==> src/rtl/serial_sub.sv <==
// rtl/serial_sub.sv - bit-serial LSB-first subtractor computing {B_O, D} = A - B - B_I
module serial_sub #(
  parameter int W = 8
) (
  input  logic         CLK,
  input  logic         RST_N,
  input  logic         START,
  input  logic [W-1:0] A,
  input  logic [W-1:0] B,
  input  logic         B_I,
  output logic         BUSY,
  output logic         DONE,
  output logic [W-1:0] D,
  output logic         B_O
);

  localparam int CW = (W > 1) ? $clog2(W) : 1;
  localparam logic [CW-1:0] LAST = CW'(W - 1);

  typedef enum logic [1:0] {IDLE, RUN, FIN} state_t;

  state_t         state, state_nx;
  logic [W-1:0]   a_sr, b_sr, d_sr;
  logic           borrow;
  logic [CW-1:0]  cnt;
  logic           diff_bit, borrow_nx, last_bit;

  assign diff_bit  = a_sr[0] ^ b_sr[0] ^ borrow;
  assign borrow_nx = (~a_sr[0] & b_sr[0]) | (~(a_sr[0] ^ b_sr[0]) & borrow);
  assign last_bit  = (cnt == LAST);

  always_ff @(posedge CLK or negedge RST_N) begin
    if (!RST_N) state <= IDLE;
    else        state <= state_nx;
  end

  always_comb begin
    state_nx = state;
    BUSY     = 1'b0;
    DONE     = 1'b0;
    case (state)
      IDLE: if (START) state_nx = RUN;
      RUN: begin
        BUSY = 1'b1;
        if (last_bit) state_nx = FIN;
      end
      FIN: begin
        BUSY     = 1'b1;
        DONE     = 1'b1;
        state_nx = IDLE;
      end
      default: state_nx = IDLE;
    endcase
  end

  // Operands are only loaded in IDLE, so input activity while busy cannot disturb them.
  always_ff @(posedge CLK or negedge RST_N) begin
    if (!RST_N) begin
      a_sr   <= '0;
      b_sr   <= '0;
      d_sr   <= '0;
      borrow <= 1'b0;
      cnt    <= '0;
      D      <= '0;
      B_O    <= 1'b0;
    end else begin
      case (state)
        IDLE: begin
          if (START) begin
            a_sr   <= A;
            b_sr   <= B;
            borrow <= B_I;
            cnt    <= '0;
          end
        end
        RUN: begin
          a_sr   <= {1'b0, a_sr[W-1:1]};
          b_sr   <= {1'b0, b_sr[W-1:1]};
          d_sr   <= {diff_bit, d_sr[W-1:1]};
          borrow <= borrow_nx;
          if (last_bit) begin
            // Counter is cleared rather than incremented so it never wraps.
            cnt <= '0;
            D   <= {diff_bit, d_sr[W-1:1]};
            B_O <= borrow_nx;
          end else begin
            cnt <= cnt + CW'(1);
          end
        end
        default: ;
      endcase
    end
  end

endmodule

==> config.mk <==
export PLATFORM = sky130hd
export DESIGN_NAME = serial_sub
export DESIGN_NICKNAME = d
export VERILOG_FILES = /design/src/rtl/serial_sub.sv
export SDC_FILE = /design/constraint.sdc
export NUM_CORES = 1
export LEC_CHECK = 0
export CORE_UTILIZATION = 52
export DETAILED_ROUTE_END_ITERATION = 16
export PLACE_DENSITY_LB_ADDON = 0.1
export SYNTH_ARGS = -nofsm -noshare
export SYNTH_HDL_FRONTEND = slang
export SYNTH_SLANG_ARGS = --single-unit
==> constraint.sdc <==
create_clock -name CLK -period 2.05 [get_ports CLK]
set_input_delay 0.5125 -clock CLK [delete_from_list [all_inputs] [get_ports CLK]]
set_output_delay 0.5125 -clock CLK [all_outputs]
set_load 0.05 [all_outputs]
==> flow_summary.json <==
{
  "post_cts_buffers": 0,
  "worst-r2r-setup-slack_ns": 0.36,
  "path_buf_inv": 2,
  "antenna_found_initial": 0,
  "drtPass1Iterations": 4,
  "gp_congestion": 0.776,
  "cp_slowest_cell": "dfrtp_1",
  "cp-end-kind": "output port",
  "synth_warnings": 0,
  "worst_ep_arrival_time_ns": 1.33,
  "vdd_drop_max_uv": 1090,
  "crit_chain": "inv_1, ha_1, buf_12",
  "cts-buffers-inserted": 5,
  "vias": 1387,
  "hpwl_um": 2660,
  "cts_resized": 0,
  "dieWidth_um": 61.6,
  "wirelength_um": 3800,
  "synth.distinct_cells": 29,
  "crit_type": "reg -> out",
  "ys_ff_latch": 38,
  "drive_gt1_share_pct": 22.6,
  "diodes": 0,
  "max-slew-margin-rel_pct": 65.6,
  "seqPwrFrac_pct": 36.5,
  "cellLeakagePower_nw": 0.998,
  "tns_ns": 0,
  "syn_inst": 160,
  "critPathMaxFanout": 3,
  "clk_path_buf_depth": 2,
  "fp-row-count": 21,
  "power_density_mw_per_mm2": 1470,
  "worst_ep_required_time_ns": 1.54,
  "final_cell_mix": "dfrtp_1, clkdlybuf4s50_1, mux2_2",
  "io_buffers": 30,
  "final_common_cell": "dfrtp_1",
  "clock-root-buffer": "clkbuf_4",
  "pwr-share-clk_pct": 15.1,
  "insertion_delay_ns": 0.34,
  "grt_max_degree": 39,
  "path_clk_slew_ns": 0.11,
  "rsz0062_at_grt": "no",
  "yosys-top-cells-area": "dfrtp_1, mux2_2, ha_1",
  "fin_worst_skew_ns": 0.00883,
  "cts_tree": "built",
  "crit_family": "flip-flops",
  "post-route-period-util_pct": 89.8,
  "start_util_pct": 54.8,
  "worst_pin_slew_ns": 0.516,
  "ant_nets": 0,
  "maxCapViolCount": 0,
  "async_flop_share_pct": 100,
  "combinationalPowerShare_pct": 48.4,
  "area_growth_pct": 26.3,
  "dieHeight_um": 61.6,
  "fin_nets": 222,
  "viasPerCell": 5.76,
  "layout_min_cycle_time_ns": 1.84,
  "cts_hold_buf": 0,
  "htree_num_levels": 2,
  "p_sw_share_pct": 38.2,
  "start_kind": "flip-flop",
  "p_int_mw": 2.11,
  "core_mm2": 0.00336,
  "io_pins": 31,
  "syn_area_mm2": 0.00184,
  "slew_viol_final": 0,
  "synth_area_leader_cell": "dfrtp_1",
  "max_freq_ghz": 0.543,
  "grt_pass1_wl_um": 5950,
  "avgRoutedWirePerCell_um": 15.8,
  "timing.final.hold_violations": 0,
  "hp-class": "reg -> reg",
  "dr.first_iter.drc_count": 54,
  "outcome": "complete, no violations",
  "crit_path_max_incr_delay_ns": 0.40,
  "synth_top_flop_cell": "dfrtp_1",
  "avgSynthCellArea_um2": 11.5,
  "first_global_vias": 1334,
  "post-route-drc-count": 0,
  "dieArea_mm2": 0.00379,
  "synth_nets": 187,
  "synth-edff-count": 0,
  "synth_top_area_share_pct": 51.6,
  "fin_hold_ws_ns": 0.511,
  "grt.total_usage_pct": 22.2,
  "ys_seq_area_share_pct": 51.6,
  "setup_viol": 0,
  "p_switching_mw": 1.31,
  "clkSinkCount": 38,
  "overflow": 0
}
==> cells in the mapped netlist (2+ instances only) <==
cell type / n
dfrtp_1: 38
mux2_2: 16
nor2_1: 14
o22ai_1: 9
nand3_1: 8
nor3_1: 8
buf_4: 6
ha_1: 6
inv_1: 6
a211oi_2: 5
buf_2: 4
o21ai_0: 4
or3_1: 4
a211oi_1: 3
a21oi_1: 3
a22o_1: 3
nand2_1: 3
o221a_2: 3
o22a_1: 3
a32oi_1: 2
nand2_2: 2
nor2b_1: 2
nor3b_1: 2
==> sequential cells by signal (all words and copies together) (netlist names) <==
name	count
state	2
borrow	1
b_sr	8
d_sr	7
cnt	3
B_O	1
D	8
a_sr	8
==> power by group through the flow <==
stage | sequential [mW] | clock (mW) | combinational [mW]
2_1_floorplan | 1.25 | 0 | 1.17
3_3_place_gp | 1.24 | 0 | 1.57
3_5_place_dp | 1.26 | 0 | 1.64
4_1_cts | 1.25 | 0.534 | 1.64
5_1_grt | 1.28 | 0.563 | 1.79
6_report | 1.25 | 0.517 | 1.65
==> final timing paths <==
| check | from | to | cells past startpoint |
|---|---|---|---|
| max | state[0]$_DFFE_PN0P_ | BUSY | 3 |
| min | D[7]$_DFFE_PN0P_ | D[7]$_DFFE_PN0P_ | 1 |
| max reg2reg | state[1]$_DFFE_PN0P_ | cnt[1]$_DFFE_PN0P_ | 6 |
| min reg2reg | D[7]$_DFFE_PN0P_ | D[7]$_DFFE_PN0P_ | 1 |
| max in group asynchronous | RST_N | d_sr[1]$_DFFE_PN0N_ | 2 |
| min in group asynchronous | RST_N | b_sr[3]$_DFFE_PN0P_ | 2 |
==> layout make-up <==
class,count,area (um^2)
repair buffers,39,423
clock buffers,6,51.3
fillers,273,1030
flip-flops and latches,38,951
multi-input cells,105,795
clock inverters,1,30.0
well taps,46,57.6
inverters,6,22.5
==> through the flow <==
stage | total power, mW | area [um^2] | setup WS (ns) | utilization (%) | std cells
after floorplan | 2.42 | 1840 | 0.574 | - | 160
after global placement | 2.81 | 2230 | 0.184 | 66.2 | 234
after detailed placement | 2.90 | 2230 | 0.145 | 66.2 | 234
after CTS | 3.42 | 2310 | 0.00562 | 68.6 | 241
after global routing | 3.64 | 2330 | 0.145 | 69.3 | 241
final | 3.42 | 2330 | 0.210 | 69.3 | 241
==> logic make-up (layout without fill, tap and decap cells) <==
family                     after synthesis  after routing  synth area share (%)
DFF                                     38             38                  51.6
AOI/OAI and AO/OA                       37             37                  16.1
muxes                                   16             16                  9.77
buffers and inverters                   17             52                  5.36
adders and majority gates                7              7                  5.16
and+or+nand+nor                         45             45                  12.1
==> metal layers <==
layer | share of wire [%] | global-route usage [%]
met5 | 0 | 0
met4 | 1.9 | 11.7
met3 | 5.1 | 6.72
met2 | 48 | 34.1
met1 | 45 | 28.2
Power figures use the tool's default switching activity.
